--- src/rtl/output_controller.sv ---
// output_controller: streams a fixed-length run of result words into BRAM port 0 with a one-cycle write latency.
// Ports: clk/rst_n (async active-low); start_run_i, run_count_i start a run; result_i/result_valid_i with ready_o handshake;
// write_o marks an active run, done_o pulses on completion, error_o is a sticky protocol error;
// addr0_o/ce0_o/we0_o/d0_o drive the BRAM write port; q0_i and port 1 are unused (port 1 tied to 0).
module output_controller #(
  parameter int CNT_WIDTH  = 12,
  parameter int DATA_WIDTH = 32,
  parameter int CNT_BIT    = 31
) (
  input  logic                  clk,
  input  logic                  rst_n,
  input  logic                  start_run_i,
  input  logic [CNT_BIT-1:0]    run_count_i,
  input  logic [DATA_WIDTH-1:0] result_i,
  input  logic                  result_valid_i,
  output logic                  ready_o,
  output logic                  write_o,
  output logic                  done_o,
  output logic                  error_o,
  output logic [CNT_WIDTH-1:0]  addr0_o,
  output logic                  ce0_o,
  output logic                  we0_o,
  output logic [DATA_WIDTH-1:0] d0_o,
  input  logic [DATA_WIDTH-1:0] q0_i,
  output logic [CNT_WIDTH-1:0]  addr1_o,
  output logic                  ce1_o,
  output logic                  we1_o,
  output logic [DATA_WIDTH-1:0] d1_o
);
  localparam logic [1:0] IDLE = 2'd0;
  localparam logic [1:0] RUN  = 2'd1;
  localparam logic [1:0] DONE = 2'd2;
  localparam logic [CNT_BIT:0] MAX_RUN = (CNT_BIT+1)'(1) << CNT_WIDTH;
  logic [1:0] state;
  logic [CNT_WIDTH-1:0] cnt, last_idx;
  logic accept, last, zero_run, over_run, idle_start, unused_q0;
  assign ready_o    = state == RUN;
  assign write_o    = state == RUN || state == DONE;
  assign done_o     = state == DONE;
  assign accept     = result_valid_i & ready_o;
  assign last       = cnt == last_idx;
  assign zero_run   = run_count_i == '0;
  assign over_run   = {1'b0, run_count_i} > MAX_RUN;
  assign idle_start = state == IDLE && start_run_i;
  assign addr1_o    = '0;
  assign ce1_o      = 1'b0;
  assign we1_o      = 1'b0;
  assign d1_o       = '0;
  assign unused_q0  = ^q0_i;
  // The run length is held as the index of the final word so that a full 2**CNT_WIDTH run fits in CNT_WIDTH bits.
  always_ff @(posedge clk or negedge rst_n) begin
    if (!rst_n) begin
      state    <= IDLE;
      cnt      <= '0;
      last_idx <= '0;
      error_o  <= 1'b0;
      ce0_o    <= 1'b0;
      we0_o    <= 1'b0;
      addr0_o  <= '0;
      d0_o     <= '0;
    end else begin
      ce0_o <= accept;
      we0_o <= accept;
      if (accept) begin
        d0_o    <= result_i;
        addr0_o <= cnt;
        cnt     <= cnt + CNT_WIDTH'(1);
      end
      if (idle_start && !zero_run && !over_run) begin
        state    <= RUN;
        cnt      <= '0;
        last_idx <= CNT_WIDTH'(run_count_i - CNT_BIT'(1));
        error_o  <= 1'b0;
      end else if (idle_start && zero_run) begin
        state <= DONE;
      end else if (state == RUN && accept && last) begin
        state <= DONE;
      end else if (state == DONE) begin
        state <= IDLE;
      end
      if ((result_valid_i && !ready_o) || (idle_start && over_run)) error_o <= 1'b1;
    end
  end
endmodule

--- config.mk ---
export PLATFORM = sky130hd
export DESIGN_NAME = output_controller
export DESIGN_NICKNAME = d
export VERILOG_FILES = /design/src/rtl/output_controller.sv
export SDC_FILE = /design/constraint.sdc
export NUM_CORES = 1
export LEC_CHECK = 0
export ABC_AREA = 1
export ABC_CLOCK_PERIOD_IN_PS = 3200
export CORE_AREA = 2 2 99 101
export CTS_CLUSTER_SIZE = 10
export DETAILED_ROUTE_END_ITERATION = 10
export DIE_AREA = 0 0 101 103
export PLACE_DENSITY = 0.85
export SETUP_SLACK_MARGIN = 0.05
export SYNTH_ARGS = -nofsm -noshare
export SYNTH_HDL_FRONTEND = slang
export SYNTH_SLANG_ARGS = --single-unit
--- constraint.sdc ---
create_clock -name clk -period 3.2 [get_ports clk]
set_input_delay 0.64 -clock clk [delete_from_list [all_inputs] [get_ports clk]]
set_output_delay 0.64 -clock clk [all_outputs]
set_load 0.01 [all_outputs]
==> results of run 1 <==
## flip-flops by register name (all words and copies together), names as in the netlist
signal and count:
last_idx 12, d0_o 32, state 2, cnt 12
addr0_o 12, error_o 1, we0_o 1
## final cells by class
type	count	area [um^2]	share of cell area (%)
inverter	47	176.4	3.353
timing repair buffer	119	1179	22.40
clock inverter	2	16.27	0.3092
tap	114	142.6	2.711
clock buffer	13	148.9	2.830
sequential	72	1802	34.24
multi-input combinational	416	1797	34.15
## synthesized netlist by cell type
cell type	instances	area, um^2
a21oi_1	2	10.01
a21oi_4	1	16.27
buf_1	2	7.510
buf_2	2	10.01
buf_4	49	367.9
buf_6	1	11.26
clkbuf_1	7	26.28
conb_1	1	3.750
dfrtp_1	72	1802
ha_1	6	75.07
inv_1	46	172.7
inv_2	1	3.750
nand2_1	229	859.6
nand2_2	4	25.02
nand3_1	24	120.1
nand3b_1	3	22.52
nand4_1	3	18.77
nor2_1	59	221.5
nor2_2	4	25.02
nor2_4	1	11.26
nor3_1	2	10.01
o211ai_1	1	7.510
o21ai_0	18	90.09
or2_1	1	6.260
or2_2	1	6.260
xnor2_1	2	17.52
xor2_1	9	78.83
## report_power, final
group / total (W) / switching (W) / internal, W
clock network: 0.000614 / 0.000313 / 0.000300
registers: 0.000911 / 0.000000376 / 0.000910
logic: 0.000160 / 0.0000775 / 0.0000822
total: 0.00168 / 0.000391 / 0.00129
## worst paths after layout
| kind | startpoint | endpoint | slack, ns |
|---|---|---|---|
| max in group asynchronous | rst_n | addr0_o[10]$_DFFE_PN0P_ | 2.14 |
| worst min-delay path | error_o$_DFFE_PN0P_ | error_o$_DFFE_PN0P_ | 0.47 |
| worst max-delay path | run_count_i[0] | state[1]$_DFFE_PN0P_ | 0.76 |
| worst max register to register | state[1]$_DFFE_PN0P_ | cnt[8]$_DFFE_PN0P_ | 1.09 |
| worst min register to register | error_o$_DFFE_PN0P_ | error_o$_DFFE_PN0P_ | 0.47 |
| min in group asynchronous | rst_n | d0_o[1]$_DFFE_PN0P_ | 0.50 |
## placed cells by master (no fill, tap or decap), drive strengths merged
cell,netlist,layout
nand3,24,24
nor2,64,64
ha,6,6
nand3b,3,3
xor2,9,9
conb,1,46
clkinv,0,1
clkinvlp,0,1
xnor2,2,2
o211ai,1,1
inv,47,47
buf,54,4
a21oi,3,3
clkdlybuf4s50,0,115
nand2,233,233
nor3,2,2
nand4,3,3
dfrtp,72,72
o21ai,18,18
clkbuf,7,13
or2,2,2
## through the flow
stage / instances / total power, W
after floorplan: 596 / 0.001021
after global placement: 768 / 0.001086
after detailed placement: 768 / 0.001088
after CTS: 783 / 0.001717
after global routing: 783 / 0.001763
final: 783 / 0.001684
## critical path, delay by kind of cell
family	cells	cell delay (ns)
buffers and inverters	3	0.56
adders and majority gates	1	0.21
and+or+nand+nor	7	1.26
## cells by family after synthesis
| kind of cell | Yosys count | share of synthesized area, % |
|---|---|---|
| compound gates | 22 | 3.077 |
| fa+ha+maj | 6 | 1.864 |
| simple gates | 331 | 32.94 |
| flops | 72 | 44.75 |
| xor+xnor | 11 | 2.393 |
| buf+inv | 108 | 14.89 |
| other cells | 1 | 0.09314 |
## layer usage
layer / global-route usage, % / up-vias / routed length [um]
met5: 0 / - / 0
met4: 7.380 / 0 / 186
met3: 4.136 / 14 / 706
met2: 30.97 / 153 / 4160
met1: 21.20 / 1593 / 3989
li1: - / 1804 / -
==> out/results.tsv, run 1 <==
metric	value	unit
diode count	0	
Final Setup Violations	0	
root buf cell	clkbuf_8	
Worst EP arrival	2.68	ns
worst setup margin	0.7575	ns
residual DRC count	0	
Gate Count Post-Synth	551	
All-Layer GR Usage	17.75	%
Post-Syn Area	0.004026	mm^2
Die Span Y	103	um
Tmin final	2.442	ns
io pins	195	
first-pass GRT wire length	14.64	mm
Initial DRC Count	171	
final design area excluding fillers	0.005261	mm^2
Hold Path Depth	2	
Yosys cell types	27	
Max Cap Viol	0	
status	complete, no violations	
Clock Latency Late Sink	0.35	ns
Initial Utilization	42.57	%
nets@finish	770	
required time of the critical path	3.44	ns
unrepaired setup endpoints after global routing	no	
filler cell count	875	
critical path class	in -> reg	
setup TNS	0	ns
vias in the first global route	3355	
clk_skew	0.01065	ns
Synth Register Bits	72	
placed inst area	0.005096	mm^2
Clock H-tree levels	3	
Max Slew Vio Count	0	
first drt pass iteration count	6	
initial antenna violation count	0	
Slowest Stage Delay on Critical Path	0.54	ns
yosys warns	0	
IR drop worst, VDD	0.1547	mV
Synth Area per Inst	7.307	um^2
Die Area	0.01040	mm^2
Seq/Total Area, Yosys	44.75	%
DP HPWL	7.058	mm
DR vias	3564	
Routed Antenna Nets	0	
pin count of the biggest net entering global routing	73	
worst-path fanout max	15	
GR Overflow Total	0	
Routed WL per cell	11.55	um
layout cells sized above 1	4.335	%
PD cells	320.0	mW/mm^2
# hold bufs at CTS	0	
Reg2Reg Depth	8	
Critical Path Start Type	primary input	
CTS clk-pin slew, worst paths	0.07	ns
Fin. Hold Viols	0	
worst hold slack	0.4747	ns
TritonCTS Sinks	72	
fin crit share	76.33	%
CTS tree	done	
Site Rows	36	
area growth from synthesis to layout	30.67	%
Worst-Margin Slew	0.8716	ns
setup slack at placement	0.3594	ns
Clock Path Buffers	2	
CP endpoint kind	register	
Static Leakage	2.742	nW
Chip Width	101	um
PortBufs	116	
Avg Vias per Cell	4.552	
Relative slew margins	41.89	%
Placer Congestion	0.9249	
Max Freq	0.4094	GHz
post-CTS setup buffer count	0	
Hold Crit Class	reg -> reg	
post-layout util	55.62	%
core area	0.009459	mm^2
Critical-path top delay cell	nor2_1	
Post-Route WL	9.042	mm
crit-path cells	clkdlybuf4s50_1 > inv_1 > ha_1 > nand2_2 > nor2_4 > nand2_1 > nor2_2 > nor2_1 > nand2_2 > nand2_1 > inv_2	
post-CTS sizing	0	
Inserted Clock Buffers	9	
No activity file was read; power rests on OpenSTA's default activity.
==> run 2: changes to the inputs <==
ABC_CLOCK_PERIOD_IN_PS = 2270   (was 3200)
CORE_AREA = 2 2 103 105   (was 2 2 99 101)
DIE_AREA = 0 0 105 107   (was 0 0 101 103)
PLACE_DENSITY = 0.79   (was 0.85)
clock period = 2.27 ns   (was 3.2 ns; I/O delays follow)
==> run 2 against run 1 <==
Compared with the run above: critical path depth is 8 lower; die area is 8.0% higher; sequential power is 41% higher; first-iteration DRC count down 5.3%; count of clock-buffer cells in the layout is 2 lower; worst setup slack worse by 0.58 ns; final cell count rose by 3.6%; total power up 52%; non-clock buffer count rose by 5; worst hold slack improved by 0.00055 ns; routed wire length shrank 0.31%; critical path type is now reg -> out; critical endpoint is now ready_o.
==> out/results.tsv, run 2 (synthesized netlist as in run 1, its figures left out) <==
metric	value	unit	change
fin crit share	91.99	%	
vias in the first global route	3345		-0.30%
IR drop worst, VDD	0.1976	mV	+28%
required time of the critical path	1.82	ns	-1.62 ns
crit path buf inv count	2		-1
HP Start	addr0_o[0]$_DFFE_PN0P_		
Reg2Reg Depth	8		unchanged
Clock Latency Late Sink	0.36	ns	about the same
Fin. Hold Viols	0		unchanged
Post-Route WL	9.014	mm	-0.31%
Sw Share	23.11	%	-0.10 points
worst-path fanout max	4		-11
GR Overflow Total	0		unchanged
setup TNS	0	ns	unchanged
TritonCTS Sinks	72		unchanged
Site Rows	37		+2.8%
post-CTS setup buffer count	0		unchanged
CP endpoint kind	output pin		
combinational share of power	9.0	%	-0.5 points
diode count	0		unchanged
Max Freq	0.4789	GHz	
DP HPWL	7.008	mm	-0.70%
Initial DRC Count	162		-5.3%
CTS tree	done		
Clock power frac	40.8	%	+4.4 points
All-Layer GR Usage	16.53	%	-1.2 points
Most flops, register	d0_o		
NetSw	0.0005910	W	+51%
Worst EP arrival	1.63	ns	-1.05 ns
final total power	0.002557	W	+52%
pin count of the biggest net entering global routing	64		-12%
Routed WL per cell	11.11	um	-3.8%
Avg Vias per Cell	4.369		-4.0%
Slowest Stage Delay on Critical Path	0.57	ns	+0.03 ns
unrepaired setup endpoints after global routing	no		
R2R Path End	cnt[8]$_DFFE_PN0P_		
Placer Congestion	0.9501		+2.7%
clk_skew	0.009484	ns	-0.001162 ns
DR vias	3543		-0.59%
Chip Width	105	um	+4.0%
Hold Path Depth	2		unchanged
Clock Path Buffers	2		unchanged
reg2reg setup slack	0.53	ns	-0.56 ns
WHS Endpoint	addr0_o[0]$_DFFE_PN0P_		
Max Cap Viol	0		unchanged
Critical Path Start Type	register		
Critical-path top delay cell	clkdlybuf4s50_1		
first drt pass iteration count	4		-2
first-pass GRT wire length	14.87	mm	+1.6%
reg2reg start	state[1]$_DFFE_PN0P_		
Die Span Y	107	um	+3.9%
Routed Antenna Nets	0		unchanged
CTS clk-pin slew, worst paths	0.07	ns	about the same
Finished Layout Cells	811		+3.6%
initial antenna violation count	0		unchanged
layout cells sized above 1	5.481	%	+1.1 points
Seq pwr share	50.2	%	-3.9 points
crit-path cells	inv_1 > ha_1 > clkdlybuf4s50_1		
io pins	195		unchanged
residual DRC count	0		unchanged
post-layout util	53.46	%	-2.2 points
Max Slew Vio Count	0		unchanged
most frequent cells in the layout	228 x nand2_1, 115 x clkdlybuf4s50_1, 72 x dfrtp_1		
commonest non-fill, non-tap cell in the layout	nand2_1		
Initial Utilization	39.90	%	-2.7 points
PD cells	474.0	mW/mm^2	+48%
Tmin final	2.088	ns	
worst hold slack	0.4752	ns	+0.0005500 ns
PortBufs	116		unchanged
CP delay by family, top	buffers and inverters		
root buf cell	clkbuf_8		
status	complete, no violations		
Inserted Clock Buffers	9		unchanged
Static Leakage	2.795	nW	+1.9%
Final Setup Violations	0		unchanged
Internal	0.001966	W	+52%
placed cell count	794		+3.4%
critical path class	reg -> out		
area growth from synthesis to layout	34.00	%	
core area	0.01009	mm^2	+6.7%
Clock H-tree levels	3		unchanged
Die Area	0.01124	mm^2	+8.0%
Hold Crit Class	reg -> reg		
nets@finish	775		+0.65%
Largest register FFs	32		unchanged
==> run 2: what timing repair did <==
item,in CTS,in global routing
endpoints found under the hold margin,9,0
hold buffers,1,0
gates resized for setup,0,0
==> run 2: metrics by stage <==
step / setup slack, ns / instance area (um^2)
global placement: 0.2196 / 5179
global route: 0.1129 / 5395
CTS: 0.1399 / 5395
finish: 0.1817 / 5395
floorplan: 0.6832 / 4195
detailed placement: 0.1731 / 5179
==> run 2: how the worst max path moves through the flow <==
stage                                    start                 endpoint  slack, ns  depth (start not counted)
after CTS                 state[1]$_DFFE_PN0P_                  ready_o       0.14                          3
after global routing      state[1]$_DFFE_PN0P_                  ready_o       0.11                          3
after detailed placement        run_count_i[0]  last_idx[1]$_DFFE_PN0N_       0.17                         11
after global placement          run_count_i[0]     state[1]$_DFFE_PN0P_       0.22                         11
after floorplan                 run_count_i[0]     state[1]$_DFFE_PN0P_       0.68                         11
final                     state[1]$_DFFE_PN0P_                  ready_o       0.18                          3
==> run 2: final cells by class <==
class,instances,area [um^2]
clock inverters,5,55.05
well taps,136,170.2
multi-input cells,416,1797
inverters,47,176.4
fillers,980,4697
flip-flops and latches,72,1802
clock buffers,11,151.4
repair buffers,124,1244
==> run 2: worst reg2reg max path, cell delays in order, from the launching register on <==
cell and delay, ns:
dfrtp_1 0.39, inv_1 0.09, ha_1 0.23, nand2_2 0.10, inv_1 0.19, nand3_1 0.17, nor3_1 0.23, xor2_1 0.17
nor2_1 0.06
==> run 2: power groups by stage <==
stage	clock network [W]	registers, W	logic [W]
after floorplan	0	0.00131	0.000130
after global placement	0	0.00131	0.000226
after detailed placement	0	0.00131	0.000230
after CTS	0.00108	0.00128	0.000233
after global routing	0.00113	0.00128	0.000257
final	0.00104	0.00128	0.000231
==> run 2: metal layers <==
layer	global-route usage (%)	share of wire, %	vias up
li1	-	-	1812
met1	19.54	44	1589
met2	27.83	46	128
met3	4.802	7.8	14
met4	7.619	1.8	0
met5	0	0	-
==> run 3: changes to the inputs <==
ABC_CLOCK_PERIOD_IN_PS = 2300   (was 2270)
clock period = 2.3 ns   (was 2.27 ns; I/O delays follow)
==> run 3 against run 2 <==
Compared with the run above: via count grew 1.5%; global-route usage increased by 0.38 points; clock power is 4% lower; critical endpoint unchanged; largest cell class unchanged; highest routed layer unchanged.
==> out/results.tsv, run 3 (synthesized netlist as in run 1, its figures left out) <==
metric	value	unit	change
status	complete, no violations		
All-Layer GR Usage	16.91	%	+0.38 points
DR vias	3595		+1.5%
crit path from	state[1]$_DFFE_PN0P_		
Routed Antenna Nets	0		unchanged
nets@finish	776		+0.13%
Die Span Y	107	um	unchanged
Placer Congestion	0.9332		-1.8%
Initial Utilization	39.90	%	unchanged
post-CTS sizing	0		unchanged
root buf cell	clkbuf_8		
Initial DRC Count	249		+54%
vias in the first global route	3350		+0.15%
setup TNS	0	ns	unchanged
Worst EP arrival	1.62	ns	about the same
pin count of the biggest net entering global routing	37		-42%
critical path class	reg -> out		
Static Leakage	2.791	nW	-0.15%
Avg Vias per Cell	4.427		+1.3%
final design area excluding fillers	0.005384	mm^2	-0.21%
required time of the critical path	1.84	ns	+0.02 ns
Critical Path Start Type	register		
layout cells sized above 1	5.178	%	-0.30 points
PortBufs	116		unchanged
Fin. Hold Viols	0		unchanged
Clock Latency Late Sink	0.35	ns	about the same
clk_skew	0.008781	ns	-0.0007036 ns
crit-path cells	inv_1 > ha_1 > clkdlybuf4s50_1		
IR drop worst, VDD	0.2151	mV	+8.9%
Clock H-tree levels	3		unchanged
reg2reg start	state[1]$_DFFE_PN0P_		
io pins	195		unchanged
CP endpoint kind	output pin		
Tmin final	2.076	ns	
Site Rows	37		unchanged
Most flops, register	d0_o		
first-pass GRT wire length	15.31	mm	+3.0%
Slowest Stage Delay on Critical Path	0.57	ns	about the same
CP delay by family, top	buffers and inverters		
Critical-path top delay cell	clkdlybuf4s50_1		
Final Setup Violations	0		unchanged
Clock Path Buffers	2		unchanged
CTS clk-pin slew, worst paths	0.07	ns	about the same
Largest register FFs	32		unchanged
TritonCTS Sinks	72		unchanged
Post-Route WL	9.124	mm	+1.2%
Die Area	0.01124	mm^2	unchanged
core area	0.01009	mm^2	unchanged
commonest non-fill, non-tap cell in the layout	nand2_1		
first drt pass iteration count	4		unchanged
unrepaired setup endpoints after global routing	no		
fin crit share	90.27	%	
placed inst area	0.005174	mm^2	about the same
filler cell count	939		-4.2%
residual DRC count	0		unchanged
PD cells	463.8	mW/mm^2	-2.1%
HP Start	error_o$_DFFE_PN0P_		
crit path buf inv count	2		unchanged
Hold Crit Class	reg -> reg		
initial antenna violation count	0		unchanged
DP HPWL	7.073	mm	+0.93%
area growth from synthesis to layout	33.72	%	
Max Freq	0.4816	GHz	
CTS tree	done		
Max Cap Viol	0		unchanged
Routed WL per cell	11.24	um	+1.1%
Max Slew Vio Count	0		unchanged
Inserted Clock Buffers	9		unchanged
GR Overflow Total	0		unchanged
worst-path fanout max	4		unchanged
diode count	0		unchanged
most frequent cells in the layout	228 x nand2_1, 115 x clkdlybuf4s50_1, 72 x dfrtp_1		
Chip Width	105	um	unchanged
run 3: power breakdown:
part	switching (W)	internal, W	total [W]
Combinational	0.000108	0.000118	0.000225
Clock	0.000443	0.000562	0.00100
Sequential	0.000000536	0.00127	0.00127
run 3: per-layer routing:
metal  wire length [um]  vias to the layer above  global-route usage (%)
met5                  0                        -                       0
li1                   -                     1827                       -
met2               4311                      158                   29.08
met3                817                       10                   3.891
met1               3899                     1600                   20.07
met4                 96                        0                   7.905
run 3: tightest hold or removal path, delay by kind of cell (launching register included):
| family | cells | cell delay (ns) |
|---|---|---|
| flip-flops | 1 | 0.34 |
| AND/OR/NAND/NOR | 2 | 0.10 |
run 3: area by class of cell:
class	count	area (um^2)	share of cell area, %
repair buffers	125	1239	23.01
well taps	136	170.2	3.161
flip-flops and latches	72	1802	33.47
clock buffers	14	162.7	3.021
inverters	47	176.4	3.277
multi-input cells	416	1797	33.37
clock inverters	2	37.54	0.6972
run 3: through the flow:
stage          hold WS, ns  setup WS (ns)  util, %  power [W]  cells
2_1_floorplan       0.1644         0.7072        -   0.001420    596
3_3_place_gp        0.3817         0.2424    51.26   0.001513    795
3_5_place_dp        0.3824         0.2176    51.26   0.001516    795
4_1_cts             0.4799         0.1801    53.35   0.002537    812
5_1_grt             0.4958         0.1258    53.35   0.002615    812
6_report            0.4725         0.2237    53.35   0.002497    812
run 3: final timing paths:
path | to | slack [ns] | cells after the start
worst max-delay path | ready_o | 0.22 | 3
worst min register to register | error_o$_DFFE_PN0P_ | 0.47 | 2
min in group asynchronous | d0_o[8]$_DFFE_PN0P_ | 0.55 | 2
max in group asynchronous | cnt[10]$_DFFE_PN0P_ | 1.05 | 3
worst min-delay path | error_o$_DFFE_PN0P_ | 0.47 | 2
worst max register to register | cnt[8]$_DFFE_PN0P_ | 0.48 | 8
run 3: what timing repair did:
item                                   4_1_cts  5_1_grt
endpoints found under the hold margin        3        0
setup buffers                                0        0
hold buffers                                 1        0
